--- src/rtl/fp_pkg.sv ---
// Shared definitions for the sequential floating-point multiplier.
//   state_t            : controller states
//   RM_RNE / RM_RTZ    : rounding-mode encodings carried on the rm input
//   fp_bias            : exponent bias for a given exponent width
//   fp_inf/qnan/max    : positive bit patterns, returned in a 64-bit word;
//                        callers keep the low EXP_W+MAN_W+1 bits
package fp_pkg;

    typedef enum logic [1:0] {IDLE, MUL, RND, DONE} state_t;

    localparam logic RM_RNE = 1'b0;
    localparam logic RM_RTZ = 1'b1;

    function automatic int fp_bias(input int ew);
        return (1 << (ew - 1)) - 1;
    endfunction

    function automatic logic [63:0] fp_inf(input int ew, input int mw);
        logic [63:0] r;
        r = '0;
        for (int i = 0; i < ew; i++) r[mw + i] = 1'b1;
        return r;
    endfunction

    function automatic logic [63:0] fp_qnan(input int ew, input int mw);
        logic [63:0] r;
        r = fp_inf(ew, mw);
        r[mw - 1] = 1'b1;
        return r;
    endfunction

    function automatic logic [63:0] fp_max(input int ew, input int mw);
        logic [63:0] r;
        r = fp_inf(ew, mw);
        r[mw] = 1'b0;
        for (int i = 0; i < mw; i++) r[i] = 1'b1;
        return r;
    endfunction

endpackage

--- src/rtl/fp_mul_seq_if.sv ---
// Operand/result handshake bundle for fp_mul_seq.
//   in_valid/in_ready  : operand transfer (a, b, rm)
//   out_valid/out_ready: result transfer (c + exception flags)
// master = producer of operands / consumer of results; slave = multiplier.
interface fp_mul_seq_if #(
    parameter int EXP_W = 8,
    parameter int MAN_W = 23
);
    localparam int W = EXP_W + MAN_W + 1;

    logic         in_valid;
    logic         in_ready;
    logic [W-1:0] a;
    logic [W-1:0] b;
    logic         rm;
    logic         out_valid;
    logic         out_ready;
    logic [W-1:0] c;
    logic         overflow;
    logic         underflow;
    logic         invalid;
    logic         inexact;

    modport master (
        output in_valid, a, b, rm, out_ready,
        input  in_ready, out_valid, c, overflow, underflow, invalid, inexact
    );

    modport slave (
        input  in_valid, a, b, rm, out_ready,
        output in_ready, out_valid, c, overflow, underflow, invalid, inexact
    );
endinterface

--- src/rtl/fp_round_norm.sv ---
// Combinational back end of the multiplier: takes the captured operands and
// the raw significand product, normalises, rounds, adjusts the exponent,
// applies special-value overrides and produces the exception flags.
//   a, b     : captured operands (used for sign, exponents, class)
//   rm       : rounding mode (RM_RNE / RM_RTZ)
//   prod     : 2*(MAN_W+1)-bit significand product
//   c, flags : final result and overflow/underflow/invalid/inexact
module fp_round_norm
    import fp_pkg::*;
#(
    parameter int EXP_W = 8,
    parameter int MAN_W = 23
) (
    input  logic [EXP_W+MAN_W:0]       a,
    input  logic [EXP_W+MAN_W:0]       b,
    input  logic                       rm,
    input  logic [2*(MAN_W+1)-1:0]     prod,
    output logic [EXP_W+MAN_W:0]       c,
    output logic                       overflow,
    output logic                       underflow,
    output logic                       invalid,
    output logic                       inexact
);
    localparam int W   = EXP_W + MAN_W + 1;
    localparam int SW  = MAN_W + 1;
    localparam int PW  = 2 * SW;
    localparam int EW2 = EXP_W + 2;
    localparam int BIAS = fp_bias(EXP_W);

    localparam logic [63:0]          INF64  = fp_inf(EXP_W, MAN_W);
    localparam logic [63:0]          QNAN64 = fp_qnan(EXP_W, MAN_W);
    localparam logic [63:0]          MAX64  = fp_max(EXP_W, MAN_W);
    localparam logic [W-1:0]         INF_P  = INF64[W-1:0];
    localparam logic [W-1:0]         QNAN_P = QNAN64[W-1:0];
    localparam logic [W-1:0]         MAX_P  = MAX64[W-1:0];
    localparam logic signed [EW2-1:0] EMAX  = EW2'((1 << EXP_W) - 1);

    logic [EXP_W-1:0]      ea, eb;
    logic [MAN_W-1:0]      fa, fb;
    logic                  sign;
    logic                  a_nan, b_nan, a_inf, b_inf, a_zero, b_zero;
    logic signed [EW2-1:0] e0, e1, e2;
    logic [MAN_W-1:0]      frac, frac_r;
    logic                  g, st, inc, carry;

    assign ea   = a[W-2:MAN_W];
    assign eb   = b[W-2:MAN_W];
    assign fa   = a[MAN_W-1:0];
    assign fb   = b[MAN_W-1:0];
    assign sign = a[W-1] ^ b[W-1];

    // Denormal encodings (exp == 0) are classed as zero.
    assign a_nan  = (&ea) && (|fa);
    assign b_nan  = (&eb) && (|fb);
    assign a_inf  = (&ea) && !(|fa);
    assign b_inf  = (&eb) && !(|fb);
    assign a_zero = !(|ea);
    assign b_zero = !(|eb);

    always_comb begin
        c         = '0;
        overflow  = 1'b0;
        underflow = 1'b0;
        invalid   = 1'b0;
        inexact   = 1'b0;

        e0 = $signed({2'b00, ea}) + $signed({2'b00, eb}) - EW2'(BIAS);

        // Product of two [1,2) significands lies in [1,4): the top bit
        // decides whether the leading one sits at PW-1 or PW-2.
        if (prod[PW-1]) begin
            frac = prod[PW-2:SW];
            g    = prod[SW-1];
            st   = |prod[SW-2:0];
            e1   = e0 + EW2'(1);
        end else begin
            frac = prod[PW-3:SW-1];
            g    = prod[SW-2];
            st   = |prod[SW-3:0];
            e1   = e0;
        end

        inc = (rm == RM_RNE) && g && (st || frac[0]);
        {carry, frac_r} = {1'b0, frac} + SW'(inc);
        // On carry-out frac_r is already all zeros; only the exponent moves.
        e2 = carry ? e1 + EW2'(1) : e1;

        if (a_nan || b_nan || (a_inf && b_zero) || (b_inf && a_zero)) begin
            c       = QNAN_P;
            invalid = 1'b1;
        end else if (a_inf || b_inf) begin
            c = {sign, INF_P[W-2:0]};
        end else if (a_zero || b_zero) begin
            c = {sign, {(W-1){1'b0}}};
        end else if (!e2[EW2-1] && (e2 >= EMAX)) begin
            c        = (rm == RM_RTZ) ? {sign, MAX_P[W-2:0]} : {sign, INF_P[W-2:0]};
            overflow = 1'b1;
            inexact  = 1'b1;
        end else if (e2[EW2-1] || (e2 == '0)) begin
            c         = {sign, {(W-1){1'b0}}};
            underflow = 1'b1;
            inexact   = 1'b1;
        end else begin
            c       = {sign, e2[EXP_W-1:0], frac_r};
            inexact = g || st;
        end
    end

endmodule

--- src/rtl/fp_mul_seq.sv ---
// Iterative floating-point multiplier, one operation in flight.
//   clk, rst : clock, synchronous active-high reset
//   bus      : fp_mul_seq_if slave (operands in, result + flags out)
// Flow: IDLE captures operands, MUL runs a radix-2 shift-add over the
// multiplier significand (LSB first), RND registers the rounded result,
// DONE presents it until out_ready.
module fp_mul_seq
    import fp_pkg::*;
#(
    parameter int EXP_W = 8,
    parameter int MAN_W = 23
) (
    input  logic         clk,
    input  logic         rst,
    fp_mul_seq_if.slave  bus
);
    localparam int W     = EXP_W + MAN_W + 1;
    localparam int SW    = MAN_W + 1;
    localparam int PW    = 2 * SW;
    localparam int CNT_W = $clog2(SW + 1);

    state_t           state, state_nxt;
    logic [W-1:0]     a_q, b_q;
    logic             rm_q;
    logic [PW-1:0]    acc, mcand;
    logic [SW-1:0]    mplier;
    logic [CNT_W-1:0] count;
    logic             mul_done;

    logic [W-1:0]     c_q, rn_c;
    logic             of_q, uf_q, nv_q, nx_q;
    logic             rn_of, rn_uf, rn_nv, rn_nx;

    // MUL spends SW cycles accumulating and one more cycle with the full
    // product settled in acc before handing over to RND.
    assign mul_done = (count == CNT_W'(SW));

    always_ff @(posedge clk) begin
        if (rst) state <= IDLE;
        else     state <= state_nxt;
    end

    always_comb begin
        state_nxt = state;
        case (state)
            IDLE:    if (bus.in_valid)  state_nxt = MUL;
            MUL:     if (mul_done)      state_nxt = RND;
            RND:                        state_nxt = DONE;
            DONE:    if (bus.out_ready) state_nxt = IDLE;
            default:                    state_nxt = IDLE;
        endcase
    end

    always_ff @(posedge clk) begin
        if (rst) begin
            a_q    <= '0;
            b_q    <= '0;
            rm_q   <= 1'b0;
            acc    <= '0;
            mcand  <= '0;
            mplier <= '0;
            count  <= '0;
            c_q    <= '0;
            of_q   <= 1'b0;
            uf_q   <= 1'b0;
            nv_q   <= 1'b0;
            nx_q   <= 1'b0;
        end else begin
            case (state)
                IDLE: if (bus.in_valid) begin
                    a_q    <= bus.a;
                    b_q    <= bus.b;
                    rm_q   <= bus.rm;
                    acc    <= '0;
                    // Hidden bit is dropped for exp == 0 so denormals multiply as zero.
                    mcand  <= {{SW{1'b0}}, |bus.a[W-2:MAN_W], bus.a[MAN_W-1:0]};
                    mplier <= {|bus.b[W-2:MAN_W], bus.b[MAN_W-1:0]};
                    count  <= '0;
                    of_q   <= 1'b0;
                    uf_q   <= 1'b0;
                    nv_q   <= 1'b0;
                    nx_q   <= 1'b0;
                end
                MUL: if (!mul_done) begin
                    if (mplier[0]) acc <= acc + mcand;
                    mcand  <= mcand << 1;
                    mplier <= mplier >> 1;
                    count  <= count + CNT_W'(1);
                end
                RND: begin
                    c_q  <= rn_c;
                    of_q <= rn_of;
                    uf_q <= rn_uf;
                    nv_q <= rn_nv;
                    nx_q <= rn_nx;
                end
                default: ;
            endcase
        end
    end

    fp_round_norm #(.EXP_W(EXP_W), .MAN_W(MAN_W)) u_round (
        .a         (a_q),
        .b         (b_q),
        .rm        (rm_q),
        .prod      (acc),
        .c         (rn_c),
        .overflow  (rn_of),
        .underflow (rn_uf),
        .invalid   (rn_nv),
        .inexact   (rn_nx)
    );

    assign bus.in_ready  = (state == IDLE);
    assign bus.out_valid = (state == DONE);
    assign bus.c         = c_q;
    assign bus.overflow  = of_q;
    assign bus.underflow = uf_q;
    assign bus.invalid   = nv_q;
    assign bus.inexact   = nx_q;

endmodule

--- src/flat_wrapper.sv ---
// flat-port wrapper written by rule: the top's interface ports become plain ports
module fp_mul_seq_flat import fp_pkg::*;
#(
    parameter int EXP_W = 8,
    parameter int MAN_W = 23
)
  (clk, rst, bus_in_valid, bus_a, bus_b, bus_rm, bus_out_ready, bus_in_ready, bus_out_valid, bus_c, bus_overflow, bus_underflow, bus_invalid, bus_inexact);
  fp_mul_seq_if #(.EXP_W(EXP_W), .MAN_W(MAN_W)) bus_i ();
  input  logic clk;
  input  logic rst;
  input wire logic [$bits(bus_i.in_valid)-1:0] bus_in_valid;
  input wire logic [$bits(bus_i.a)-1:0] bus_a;
  input wire logic [$bits(bus_i.b)-1:0] bus_b;
  input wire logic [$bits(bus_i.rm)-1:0] bus_rm;
  input wire logic [$bits(bus_i.out_ready)-1:0] bus_out_ready;
  output wire logic [$bits(bus_i.in_ready)-1:0] bus_in_ready;
  output wire logic [$bits(bus_i.out_valid)-1:0] bus_out_valid;
  output wire logic [$bits(bus_i.c)-1:0] bus_c;
  output wire logic [$bits(bus_i.overflow)-1:0] bus_overflow;
  output wire logic [$bits(bus_i.underflow)-1:0] bus_underflow;
  output wire logic [$bits(bus_i.invalid)-1:0] bus_invalid;
  output wire logic [$bits(bus_i.inexact)-1:0] bus_inexact;
  assign bus_i.in_valid = bus_in_valid;
  assign bus_i.a = bus_a;
  assign bus_i.b = bus_b;
  assign bus_i.rm = bus_rm;
  assign bus_i.out_ready = bus_out_ready;
  assign bus_in_ready = bus_i.in_ready;
  assign bus_out_valid = bus_i.out_valid;
  assign bus_c = bus_i.c;
  assign bus_overflow = bus_i.overflow;
  assign bus_underflow = bus_i.underflow;
  assign bus_invalid = bus_i.invalid;
  assign bus_inexact = bus_i.inexact;
  fp_mul_seq #(.EXP_W(EXP_W), .MAN_W(MAN_W)) u_core (.clk(clk), .rst(rst), .bus(bus_i));
endmodule
--- config.mk ---
export PLATFORM = sky130hd
export DESIGN_NAME = fp_mul_seq_flat
export DESIGN_NICKNAME = d
export VERILOG_FILES = /design/src/rtl/fp_pkg.sv /design/src/rtl/fp_mul_seq_if.sv /design/src/rtl/fp_round_norm.sv /design/src/rtl/fp_mul_seq.sv /design/src/flat_wrapper.sv
export SDC_FILE = /design/constraint.sdc
export NUM_CORES = 1
export LEC_CHECK = 0
export CAP_MARGIN = 20
export CORE_ASPECT_RATIO = 0.5
export CORE_UTILIZATION = 50
export DETAILED_ROUTE_END_ITERATION = 16
export PLACE_DENSITY_LB_ADDON = 0.1
export SYNTH_ARGS = -nofsm -noshare
export SYNTH_HDL_FRONTEND = slang
export SYNTH_SLANG_ARGS = --single-unit
--- constraint.sdc ---
create_clock -name clk -period 9.4 [get_ports clk]
set_clock_uncertainty 0.2 [all_clocks]
set_input_delay 2.35 -clock clk [delete_from_list [all_inputs] [get_ports clk]]
set_output_delay 2.35 -clock clk [all_outputs]
set_load 0.02 [all_outputs]
# Word-level counts from Yosys, hierarchy flattened
# Cells that the tools add are included.
# totals
regBits	228
out_inout_bits	38
wordCells	121
inputBits	69
# classes
n_mux	48
n_reduce_logical	41
addsub	7
eq_ne	9
magnitude_cmp	1
bitwise	2
# op_table
operator	count
$mux 48	5
$pmux 48 s2	2
$mux 31	4
$mux 24	3
$reduce_or 23->1	3
$add 48x48->48	1
$pmux 24 s2	1
$mux 32	1
$reduce_or 8->1	4
$add 23x1->24	1
$mux 23	1
$reduce_or 22->1	1
$add 10x2->10 const B	2
$mux 10	2
$mux 1	18
$reduce_and 8->1	2
$ge 10x9->1 const B	1
$logic_not 10->1	1
$mux 5	2
$pmux 5 s2	1
$sub 9x7->10 const B	1
$add 8x8->9	1
$logic_and 1x1->1	9
$logic_or 1x1->1	8
17 further kinds	33

# Depth between registers and ports, before layout
# Gate-level depths: netlist (run 1).
# depth
word_depth	14
depth_mapped	21
mapped_depth_nobuf	16

# Hierarchy
# Synthesis (run 1) repeated with hierarchy kept, for this count alone.
# unflattened
hier_cells	1728
area_unflattened_um2	13764.5
# by_module_without_submodules
module	cells_per_inst	n_inst	area_per_inst_um2	seq_area_each_um2
fp_mul_seq	1306	1	10965.5	4564.4
fp_round_norm	422	1	2798.9	0.0

# Worst setup path after synthesis (run 1)
# Ideal clock, no wire load.
# synth_timing
kind	register -> register
from	reg u_core.acc[47]
to	reg u_core.c_q[0] (netlist: u_core.bus.c[0])
n_path_buf	5
synth_period_minus_slack_ns	4.757
stages_incl_launch_ff	20
arrival_time_ns	4.435
path_slack_ns	4.643
setup_time_ns	0.122
required_time_ns	9.078
path_cell_list	dfxtp_1 > buf_6 > buf_6 > buf_2 > buf_1 > buf_1 > mux2_2 > nor3_1 > nor3_1 > ha_1 > nand3_1 > nor3b_2 > nand4_2 > or2_0 > a221oi_2 > nor2_1 > or3_4 > a21o_4 > o211a_4 > a221o_1
# synth_via
elab_chain_cells	12
elab_cells_between_ends	20
classes_between	2 x add/sub; 1 x order compare; 10 x mux; 7 x reduce/logical
# synth_lines
element	line_no	source
start: declaration	fp_mul_seq.sv:25	logic [PW-1:0] acc, mcand;
start signal: assignment	fp_mul_seq.sv:85	if (mplier[0]) acc <= acc + mcand;
branches (longest 8 deep; another with $add 23x1->24)	--	
$mux 31 *	fp_round_norm.sv:95	end else if (!e2[EW2-1] && (e2 >= EMAX)) begin
$mux 31 *	fp_round_norm.sv:93	end else if (a_zero || b_zero) begin
$mux 31 *	fp_round_norm.sv:91	end else if (a_inf || b_inf) begin
$mux 32 *	fp_round_norm.sv:88	if (a_nan || b_nan || (a_inf && b_zero) || (b_inf && a_zero)) begin
end signal: assignment	fp_mul_seq.sv:91	c_q <= rn_c;
end: declaration	fp_mul_seq.sv:30	logic [W-1:0] c_q, rn_c;
# Every way passes the cells marked *.
# A chain may end at the register's enable or synchronous reset.

# Worst setup path in the final report (run 1)
# layout_timing
from	reg u_core.acc[47]
to	reg u_core.c_q[12] (netlist: u_core.bus.c[12])
# The elaborated chain is that of the path after synthesis.

==> results.py, run 1 <==
metrics = {
    "setup_path": {
        "start_kind": "register",
        "path_cells": "buf_4, mux2_2, nor3_1, nor3_1, ha_1, nand3_1, nor3b_2, nand4_2, or2_0, a221oi_2, nor2_1, or3_4, a21oi_2, nand3_1, o311ai_1",
        "r2r_setup_slack_ns": 4.15,
        "crit_path_max_fanout": 72,
        "crit_type": "register to register",
        "cp.required_ns": 9.63,
        "reg2reg_depth": 15,
        "slowest_delay_ns": 0.63,
        "end_kind": "register",
        "critPathArrivalTime_ns": 5.48,
        "r2r-end": "u_core.bus.c[12]",
        "r2r_start": "u_core.acc[47]",
        "cp_slowest_cell": "a21oi_2",
    },
    "job": {
        "cap_violations": 0,
    },
    "logic_synthesis": {
        "synth.area.top_cells": "dfxtp_1 34%, nand2_1 7.5%, ha_1 6.6%",
        "yosys_warnings": 0,
        "synth_fp_nets": 1847,
        "synth_area_per_cell_sq_um": 7.95,
        "synth_edf_count": 0,
        "synth_top_area_cell": "dfxtp_1",
        "synth_seq_cells": 228,
        "synth_cells": 1704,
        "yosysSeqAreaShare": 0.337,
        "synth.most_common_cell": "nand2_1",
        "synth_cell_types": 94,
        "netlist_top_cells_count": "269 x nand2_1, 228 x dfxtp_1, 174 x a21oi_1",
        "async_reset_ff_frac": 0,
        "synth_flop_cell": "dfxtp_1",
        "synthesis.area_sq_mm": 0.0136,
        "synth_top_area_share": 0.337,
    },
    "clocking": {
        "cts_setup_buffers": 0,
        "clockBufferDepth": 3,
        "clkLatencyLatePin_ns": 0.56,
        "postCtsHoldBufs": 0,
        "numCtsBuffers": 22,
        "clk_pin_slew_ns": 0.06,
        "clk_root_buffer_cell": "clkbuf_16",
        "htreeDepth": 1,
        "cts_resized": 0,
        "cts_tree": "done",
        "cts_sinks": 228,
    },
    "placed_design": {
        "hpwl_um": 27800,
        "gp_congestion": 0.964,
        "dpl_cell_area_sq_mm": 0.0148,
        "preCtsSetupSlack_ns": 3.23,
        "io_buffers": 106,
    },
    "worst_hold_path": {
        "hold_path_depth": 2,
        "min_path_type": "register to register",
        "min_to": "u_core.bus.c[10]",
        "holdCritStartpoint": "u_core.bus.c[10]",
    },
    "finish": {
        "drive_gt1_frac": 0.0520,
        "area_growth_pct": 15.3,
        "fin_nets": 1896,
        "diodes": 0,
        "finalInstanceArea_sq_mm": 0.0156,
    },
    "timing": {
        "holdWs_ns": 0.256,
        "maxSlewViolCount": 0,
        "post-route-period-util": 0.559,
        "rsz0062_at_grt": "false",
        "clock.fmax_mhz": 190,
        "final_hold_viol_count": 0,
        "finalSetupViolations": 0,
        "setup_ws_ns": 4.15,
        "tns_ns": 0,
        "period_minus_slack_ns": 5.25,
        "relSlewSlack": 0.317,
        "tightest_slew_ns": 1.02,
    },
    "grt": {
        "grt_pass1_vias": 11836,
        "grt_max_degree": 97,
        "overflow": 0,
        "antenna_found_initial": 0,
        "track_usage": 0.270,
        "grt_pass1_wl_um": 61400,
    },
    "floorplan": {
        "placementRows": 42,
        "dieArea_sq_mm": 0.0278,
        "die_w_um": 235,
        "core-area_sq_mm": 0.0265,
        "pin_count": 107,
        "initial_core_util": 0.511,
        "die_h_um": 118,
    },
    "power_and_ir_drop": {
        "irDropWorstVdd_mv": 0.255,
        "leakagePower_nw": 6.15,
        "power_density_mw_per_mm2": 242,
    },
    "route": {
        "wirelength_um": 38400,
        "wire_per_inst_um": 18.1,
        "vias_per_cell": 5.96,
        "drt_first_pass_iters": 6,
        "drc": 0,
        "drtIter0Drc": 979,
        "drtAntennaViolNets": 0,
        "vias": 12633,
    },
    "status": {
        "status": "finished clean",
    },
}
==> per-layer routing <==
layer,part of all wire,GRT usage,vias to the layer above
li1,-,-,6311
met1,0.48,0.380,5946
met2,0.45,0.437,325
met3,0.049,0.0390,51
met4,0.020,0.0572,0
met5,0,0,-
==> layout by cell type, fill, tap and decap left out, types with 10 or more instances in the layout <==
cell type	synthesis	final
nand2_1	269	268
dfxtp_1	228	227
a21oi_1	174	174
nor2_1	141	141
clkdlybuf4s50_1	0	105
ha_1	72	71
a211oi_1	70	70
mux2i_1	64	64
nand3_1	62	62
o21ai_0	59	59
inv_1	43	43
a21o_1	43	43
xnor2_1	35	35
xor2_1	29	29
nor4_1	26	26
nand4_1	25	25
clkbuf_16	0	22
a22oi_1	21	21
nor3_1	19	19
a31oi_1	15	15
nand2b_1	14	14
and3_1	14	14
buf_4	0	12
nor2b_1	11	11
o21bai_1	10	10
o22ai_1	10	10
==> how the worst max path moves through the flow <==
stage | to | slack [ns] | startpoint
final | u_core.bus.c[12] | 4.15 | u_core.acc[47]
after global routing | u_core.bus.c[11] | 3.80 | u_core.acc[47]
after CTS | u_core.acc[47] | 3.78 | bus_in_valid
after detailed placement | u_core.acc[47] | 3.23 | bus_in_valid
after global placement | u_core.acc[47] | 3.47 | bus_in_valid
after floorplan | u_core.bus.c[0] | 4.64 | u_core.acc[47]
==> critical path, delay by kind of cell (launching register included) <==
family / cells / cell delay [ns]
AOI/OAI and AO/OA: 3 / 1.07
adders and majority gates: 1 / 0.23
buffers and inverters: 1 / 0.60
DFF: 1 / 0.31
muxes: 1 / 0.31
and+or+nand+nor: 9 / 2.39
==> through the flow <==
step | power [mW] | utilization | std cells
6_report | 3.78 | 0.589 | 2121
4_1_cts | 3.78 | 0.588 | 2119
2_1_floorplan | 2.35 | - | 1704
3_5_place_dp | 2.74 | 0.557 | 2079
3_3_place_gp | 2.70 | 0.557 | 2079
5_1_grt | 4.01 | 0.589 | 2121
==> power by group <==
part / internal, mW / switching [mW] / total [mW]
Sequential: 1.12 / 0.120 / 1.24
Combinational: 0.523 / 0.987 / 1.51
Clock: 0.605 / 0.428 / 1.03
Total: 2.25 / 1.53 / 3.78
==> state kept, by name, indices dropped and copies added (netlist names) <==
signal and cells:
u_core.b_q 32, u_core.bus.invalid 1, u_core.bus.c 32, u_core.bus.overflow 1
u_core.rm_q 1, u_core.bus.underflow 1, u_core.mcand 48, u_core.state 2
u_core.acc 48, u_core.a_q 32, u_core.count 5, u_core.bus.inexact 1
u_core.mplier 24
==> cell type report <==
cell class | instances | area [sq um]
fillers | 2439 | 10900
multi-input cells | 1339 | 8460
flip-flops and latches | 228 | 4570
repair buffers | 119 | 1160
clock buffers | 26 | 606
well taps | 352 | 440
clock inverters | 14 | 233
inverters | 43 | 161
==> cells by family (layout without fill, tap and decap cells) <==
| kind of cell | after synthesis | after routing | synth area share |
|---|---|---|---|
| simple gates | 636 | 636 | 0.219 |
| mux | 69 | 69 | 0.0514 |
| compound gates | 496 | 496 | 0.242 |
| fa+ha+maj | 74 | 74 | 0.0694 |
| buf+inv | 137 | 202 | 0.0403 |
| xor+xnor | 64 | 64 | 0.0414 |
| flops | 228 | 228 | 0.337 |
Power figures use the tool's default switching activity.
==> run 2, diff against run 1 <==
==> constraint.sdc (replaced) <==
create_clock -name clk -period 5.1 [get_ports clk]
set_clock_uncertainty 0.2 [all_clocks]
set_input_delay 1.275 -clock clk [delete_from_list [all_inputs] [get_ports clk]]
set_output_delay 1.275 -clock clk [all_outputs]
set_load 0.02 [all_outputs]
==> results.py, run 2 (synthesis results as in run 1) <==
metrics = {
    "timing": {
        "final_hold_viol_count": 0,
        "maxSlewViolCount": 0,
        "tightest_slew_ns": 0.999,
        "post-route-period-util": 0.910,
        "period_minus_slack_ns": 4.64,
        "tns_ns": 0,
        "clock.fmax_mhz": 216,
        "relSlewSlack": 0.334,
        "finalSetupViolations": 0,
        "rsz0062_at_grt": "false",
    },
    "worst_hold_path": {
        "hold_path_depth": 2,
        "min_path_type": "register to register",
    },
    "setup_path": {
        "start_kind": "register",
        "crit_type": "register to register",
        "cp.required_ns": 5.33,
        "reg2reg_depth": 13,
        "end_kind": "register",
        "critPathArrivalTime_ns": 4.88,
        "crit_path_max_fanout": 9,
    },
    "finish": {
        "fin_nets": 1903,
        "top_regs": "u_core.acc x48, u_core.mcand x48",
        "final_cell_mix": "268 x nand2_1, 227 x dfxtp_1, 174 x a21oi_1, 141 x nor2_1, 105 x clkdlybuf4s50_1",
        "diodes": 0,
        "drive_gt1_frac": 0.0530,
        "final_common_cell": "nand2_1",
        "area_growth_pct": 15.3,
        "num-fill-cells": 2486,
    },
    "clocking": {
        "postCtsHoldBufs": 0,
        "numCtsBuffers": 23,
        "clk_pin_slew_ns": 0.06,
        "clk_root_buffer_cell": "clkbuf_16",
        "htreeDepth": 1,
        "cts_tree": "done",
        "clockBufferDepth": 3,
        "clkLatencyLatePin_ns": 0.54,
        "cts_sinks": 228,
    },
    "floorplan": {
        "dieArea_sq_mm": 0.0278,
        "initial_core_util": 0.511,
        "pin_count": 107,
        "core-area_sq_mm": 0.0265,
        "placementRows": 42,
        "die_w_um": 235,
        "die_h_um": 118,
    },
    "power_and_ir_drop": {
        "irDropWorstVdd_mv": 0.272,
        "power_density_mw_per_mm2": 441,
        "leakagePower_nw": 6.16,
        "power.total_mw": 6.88,
    },
    "route": {
        "wirelength_um": 37600,
        "drt_first_pass_iters": 6,
        "drc": 0,
        "vias": 12659,
        "drtAntennaViolNets": 0,
        "vias_per_cell": 5.95,
        "drtIter0Drc": 999,
        "wire_per_inst_um": 17.7,
    },
    "grt": {
        "antenna_found_initial": 0,
        "grt_pass1_wl_um": 60900,
        "grt_pass1_vias": 11552,
        "track_usage": 0.268,
        "grt_max_degree": 97,
        "overflow": 0,
    },
    "status": {
        "status": "finished clean",
    },
    "placed_design": {
        "io_buffers": 106,
        "hpwl_um": 27700,
        "gp_congestion": 0.950,
    },
    "job": {
        "cap_violations": 0,
    },
}
run 2: cell type report:
class                   instances  area [sq um]  area share
repair buffers                125          1220      0.0784
clock buffers                  28           604      0.0387
clock inverters                11           151     0.00969
inverters                      43           161      0.0103
multi-input cells            1339          8470       0.542
well taps                     352           440      0.0282
flip-flops and latches        228          4570       0.292
run 2: worst paths after layout:
check                   startpoint  slack [ns]          endpoint
setup / recovery    u_core.b_q[24]        0.46  u_core.bus.c[21]
hold / removal    u_core.bus.c[15]        0.25  u_core.bus.c[15]
setup reg to reg    u_core.b_q[24]        0.46  u_core.bus.c[21]
hold reg to reg   u_core.bus.c[15]        0.25  u_core.bus.c[15]
run 2: repair_timing:
action	4_1_cts	5_1_grt
setup endpoints to repair	0	2
setup buffers	0	0
resized for setup	0	1
run 2: routing by layer:
| layer | vias to the layer above | GRT usage | wire length (um) |
|---|---|---|---|
| met5 | - | 0 | 0 |
| met4 | 0 | 0.0641 | 806 |
| met3 | 49 | 0.0413 | 1800 |
| met2 | 297 | 0.419 | 16500 |
| met1 | 5980 | 0.386 | 18500 |
| li1 | 6333 | - | - |
run 2: where the power goes:
| part | total, mW | switching (mW) | leakage, nW | internal (mW) |
|---|---|---|---|---|
| clock | 1.75 | 0.749 | 0.371 | 1.00 |
| sequential | 2.28 | 0.214 | 1.86 | 2.06 |
| combinational | 2.85 | 1.83 | 3.93 | 1.02 |
run 2: per-stage QoR:
stage | utilization | cells | instance area [sq um] | hold WS [ns] | worst slack [ns]
6_report | 0.589 | 2126 | 15600 | 0.247 | 0.460
5_1_grt | 0.589 | 2126 | 15600 | 0.271 | 0.106
4_1_cts | 0.587 | 2125 | 15600 | 0.249 | 0.390
3_5_place_dp | 0.559 | 2086 | 14800 | 0.243 | 0.416
3_3_place_gp | 0.559 | 2086 | 14800 | 0.242 | 0.580
2_1_floorplan | - | 1704 | 13600 | 0.236 | 0.343
run 2: worst max-delay path, cell delays in order, from the launching register on:
cell	delay (ns)
dfxtp_1	0.34
ha_1	0.30
ha_1	0.25
fa_1	0.44
a211oi_1	0.36
or2_1	0.21
and2_1	0.32
nand4_1	0.18
a221oi_2	0.34
nor2_1	0.10
or3_4	0.42
a21oi_2	0.42
nand3_1	0.41
o311ai_2	0.22
==> variant 1: new RTL, flow settings as in run 1 <==
Encoding of `state_t`: now one-hot (4 bits for 4 states).
--- a/src/rtl/fp_pkg.sv
+++ b/src/rtl/fp_pkg.sv
@@ -8,3 +8,3 @@
 
-    typedef enum logic [1:0] {IDLE, MUL, RND, DONE} state_t;
+    typedef enum logic [3:0] {IDLE = 4'b0001, MUL = 4'b0010, RND = 4'b0100, DONE = 4'b1000} state_t;
 
Behaviour: no difference found for any inputs over 4 cycles, from zero or initial values and one cycle with rst high; so few cycles prove little.
==> variant 1 against run 1 <==
  * Sequential share of layout area is 0.18 points higher
  * Cell area rose by 0.27%
  * Sequential cell count increased by 2
  * Worst setup slack better by 0.27 ns
  * Count of clock-buffer cells in the layout up 6
  * Synthesized area increased by 1.5%
  * Routed wire length grew 1.3%
  * Critical path type is now in2reg
  * Critical endpoint is now u_core.acc[43]
  * Largest cell class unchanged
Power is not compared: it rests on default switching activity, and its combinational part moved more than twofold at a synthesized area within 25%.
==> variant 1: results <==
grt:
  grtUsageMet2_pct: 41.8
  grt_pass1_vias: 11800
  groute.layer.met1.usage_pct: 39.5
  antenna_violations_before_repair: 0
  grt_util_all_layers_pct: 27.0
  grt_max_degree: 108
  global_route_wire_length_before_repair_um: 62300
  global_route.usage.met3_pct: 4.10
layout:
  final.fill_count: 2420
  post_route_cells_drive_above_1_share_pct: 5.55
  antenna_cells: 0
pwr:
  ir_worst_vdd_mv: 0.140
critical_path:
  slowest_delay_ns: 0.69
  path_max_fanout: 95
  critical-path-top-delay-family: "buffers and inverters"
  worst_ep_arrival_time_ns: 5.24
  crit_path_top_delay_cell: "buf_4"
yosys:
  syn_avg_cell_area_um2: 7.91
  yosysSeqAreaShare_pct: 33.5
  ys.warnings.count: 0
  post_synth_most_frequent_cells: "nand2_1, dfxtp_1, nor2_1"
  fraction_of_registers_with_async_set_or_reset_after_synthesis_pct: 0
  post_synth_main_area_contributors: "dfxtp_1, nand2_1, ha_1"
  mappedNetlistNets: 1878
  synthDistinctLibCells: 91
route:
  drc: 0
  route.detailed.wl_per_inst_um: 18.2
  via_count: 13000
  drt_first_iter_violations: 1138
  viasPerCell: 6.08
  first_pass_iters: 5
placed_design:
  dp.cells: 2094
  dp_slack_ns: 3.44
  gp_congestion: 0.951
  detailed_place_hpwl_um: 28400
clock_tree:
  cts-root-to-sink-buffers: 3
  cts_buffers: 22
  ctsHtreeMaxLevel: 1
  clockRootBuffer: "clkbuf_16"
  clkLatencyLatePin_ns: 0.56
outcome:
  outcome: "finished clean"
timing:
  slew_headroom_pct: 41.4
  final_report_max_slew_violation_count: 0
## variant 1: logic make-up (layout without fill, tap and decap cells)
group | Yosys count | in the layout | share of synthesized area, %
AND/OR/NAND/NOR | 680 | 680 | 22.7
AO/OA/AOI/OAI | 513 | 513 | 26.2
flip-flops | 230 | 230 | 33.5
buffers and inverters | 150 | 194 | 4.47
XOR/XNOR | 72 | 72 | 4.79
adder cells (fa/ha/maj) | 70 | 70 | 6.48
multiplexers | 24 | 24 | 1.85
## variant 1: tightest hold or removal path: cells and delay by family, from the launching register on
family	cells	cell delay, ns
flip-flops	1	0.31
AND/OR/NAND/NOR	1	0.05
AO/OA/AOI/OAI	1	0.05
## variant 1: layout make-up
cell class,instances,area (µm²),share of cell area (%)
sequential,230,4610,29.4
clock inverter,7,114,0.726
inverter,32,120,0.766
clock buffer,32,608,3.88
timing repair buffer,123,1210,7.72
tap,352,440,2.81
multi-input combinational,1359,8570,54.7
## variant 1: metrics by stage
stage               utilization (%)  power (mW)  instance area, µm²
detailed placement             55.7        1.74               14900
global route                   58.6        2.77               15700
global placement               55.7        1.72               14900
finish                         58.6        2.65               15700
CTS                            58.4        2.65               15600
floorplan                         -        1.55               13800
## variant 1: final timing paths
path,from,end,slack (ns),cells after the start
min reg2reg,u_core.a_q[18],u_core.a_q[18],0.26,2
max,bus_in_valid,u_core.acc[43],4.42,11
min,u_core.a_q[18],u_core.a_q[18],0.26,2
max reg2reg,u_core.acc[47],u_core.bus.c[22],4.54,15
## variant 1: routing by layer
metal  up-vias  wire, µm
met4         0       823
met1      6198     19000
met5         -         0
met2       349     16900
met3        51      2150
li1       6392         -
## variant 1: power by group
part | switching, mW | total, mW | internal, mW
registers | 0.0674 | 1.12 | 1.05
logic | 0.390 | 0.609 | 0.220
clock network | 0.408 | 0.919 | 0.510
==> variant 2: new RTL, config.mk and constraints of run 1 <==
Made on the original files. `MAN_W` is set to 23 in 4 places; all go to 25.
--- a/src/rtl/fp_mul_seq_if.sv
+++ b/src/rtl/fp_mul_seq_if.sv
@@ -6,3 +6,3 @@
     parameter int EXP_W = 8,
-    parameter int MAN_W = 23
+    parameter int MAN_W = 25
 );
--- a/src/rtl/fp_round_norm.sv
+++ b/src/rtl/fp_round_norm.sv
@@ -11,3 +11,3 @@
     parameter int EXP_W = 8,
-    parameter int MAN_W = 23
+    parameter int MAN_W = 25
 ) (
--- a/src/rtl/fp_mul_seq.sv
+++ b/src/rtl/fp_mul_seq.sv
@@ -10,3 +10,3 @@
     parameter int EXP_W = 8,
-    parameter int MAN_W = 23
+    parameter int MAN_W = 25
 ) (
--- a/src/flat_wrapper.sv
+++ b/src/flat_wrapper.sv
@@ -4,3 +4,3 @@
     parameter int EXP_W = 8,
-    parameter int MAN_W = 23
+    parameter int MAN_W = 25
 )
Interface: changed (resized bus_a, bus_b and bus_c); port bits go from 107 to 113. No check against the original RTL was run, so the function may have changed too.
==> variant 2 against run 1 <==
  * Core utilization hardly changed
  * Synthesized area is 4.5% higher
  * Via count is 4.2% higher
  * Worst setup slack worse by 0.31 ns
  * Routed wire length is 0.99% higher
  * Cell area is 4.6% higher
  * Sequential cell count is 16 higher
  * Count of clock-buffer cells in the layout is 3 higher
  * Total power is 6.5% higher
  * Critical path type unchanged
  * Largest cell class unchanged
==> variant 2: results <==
outcome:
  outcome: "finished clean"
clock_tree:
  clockRootBuffer: "clkbuf_16"
  cts.repair.resized: 0
  clkLatencyLatePin_ns: 0.55
  cts_buffers: 24
  postCtsSetupBuffers: 0
yosys:
  synthDistinctLibCells: 74
  yosysSeqAreaShare_pct: 34.5
  mappedNetlistNets: 1926
  ys.warnings.count: 0
  fraction_of_registers_with_async_set_or_reset_after_synthesis_pct: 0
  syn_avg_cell_area_um2: 7.98
  post_synth_most_frequent_cells: "nand2_1, dfxtp_1, a21oi_1"
  post_synth_main_area_contributors: "dfxtp_1, nand2_1, ha_1"
  ys.flop_type: "dfxtp_1"
route:
  route.detailed.wl_per_inst_um: 17.4
  viasPerCell: 5.92
  via_count: 13200
  drt_first_iter_violations: 1144
  first_pass_iters: 8
pwr:
  ir_worst_vdd_mv: 0.163
  p_leak_nw: 6.30
grt:
  antenna_violations_before_repair: 0
  grt_max_degree: 128
  grt_pass1_vias: 11900
  global_route_wire_length_before_repair_um: 62300
  grt_util_all_layers_pct: 26.3
critical_path:
  capturing_point_of_the_worst_reg2reg_path: "u_core.bus.c[4]"
  slowest_delay_ns: 0.96
  worstSetupPathType: "reg2reg"
  worst_r2r_path_depth: 15
  path_max_fanout: 65
  timing.rr.start: "u_core.acc[51]"
  regToRegSetupSlack_ns: 3.83
  worst_ep_arrival_time_ns: 5.82
  crit_path_top_delay_cell: "and3b_1"
layout:
  layout.nets: 1975
  post_route_cells_drive_above_1_share_pct: 5.21
  largest_registers: "u_core.acc x52, u_core.mcand x52"
  antenna_cells: 0
placed_design:
  dp.cells: 2178
  dp_slack_ns: 3.86
  gp_congestion: 0.960
  detailed_place_hpwl_um: 28000
  buffers_added_on_ports: 112
hold_path:
  holdCritPathClass: "reg2reg"
  hold_path_end: "u_core.a_q[12]"
  min_delay_path_depth: 2
  hold_path.startpoint: "u_core.a_q[12]"
timing:
  tightestPinTransition_ns: 1.08
  finalWorstPathRequiredPeriod_ns: 5.57
==> variant 2: power by group <==
part	internal, mW	switching (mW)
clock network	0.613	0.439
registers	1.21	0.138
logic	0.579	1.05
==> variant 2: critical path, delay by kind of cell, from the launching register on <==
kind,cells,cell delay (ns)
AO/OA/AOI/OAI,3,0.72
buffers and inverters,1,0.56
flip-flops,1,0.31
multiplexers,1,0.30
AND/OR/NAND/NOR,9,3.12
adder cells (fa/ha/maj),1,0.24
==> variant 2: logic make-up (layout without fill, tap and decap cells) <==
group,Yosys count,after routing,share of synthesized area [%]
AND/OR/NAND/NOR,689,689,22.3
AO/OA/AOI/OAI,480,480,22.5
flip-flops,244,244,34.5
buffers and inverters,138,204,3.85
adder cells (fa/ha/maj),78,78,7.00
XOR/XNOR,75,75,4.73
multiplexers,71,71,5.09
==> variant 2: cell type report <==
class / instances / area (µm²)
clock buffers: 29 / 659
clock inverters: 14 / 191
fillers: 2528 / 11400
inverters: 37 / 139
multi-input cells: 1393 / 8760
flip-flops and latches: 244 / 4890
well taps: 382 / 478
repair buffers: 124 / 1230
==> variant 2: through the flow <==
step	instance area, µm²	hold WS, ns
after CTS	16300	0.257
after global routing	16400	0.276
after floorplan	14200	0.236
after detailed placement	15500	0.249
after global placement	15400	0.242
final	16400	0.255
==> variant 2: metal layers <==
metal	track usage, %	share of wire (%)	vias up
li1	-	-	6537
met2	40.9	44	371
met3	4.66	6.0	43
met1	38.4	49	6216
met4	4.26	1.0	0
met5	0	0	-
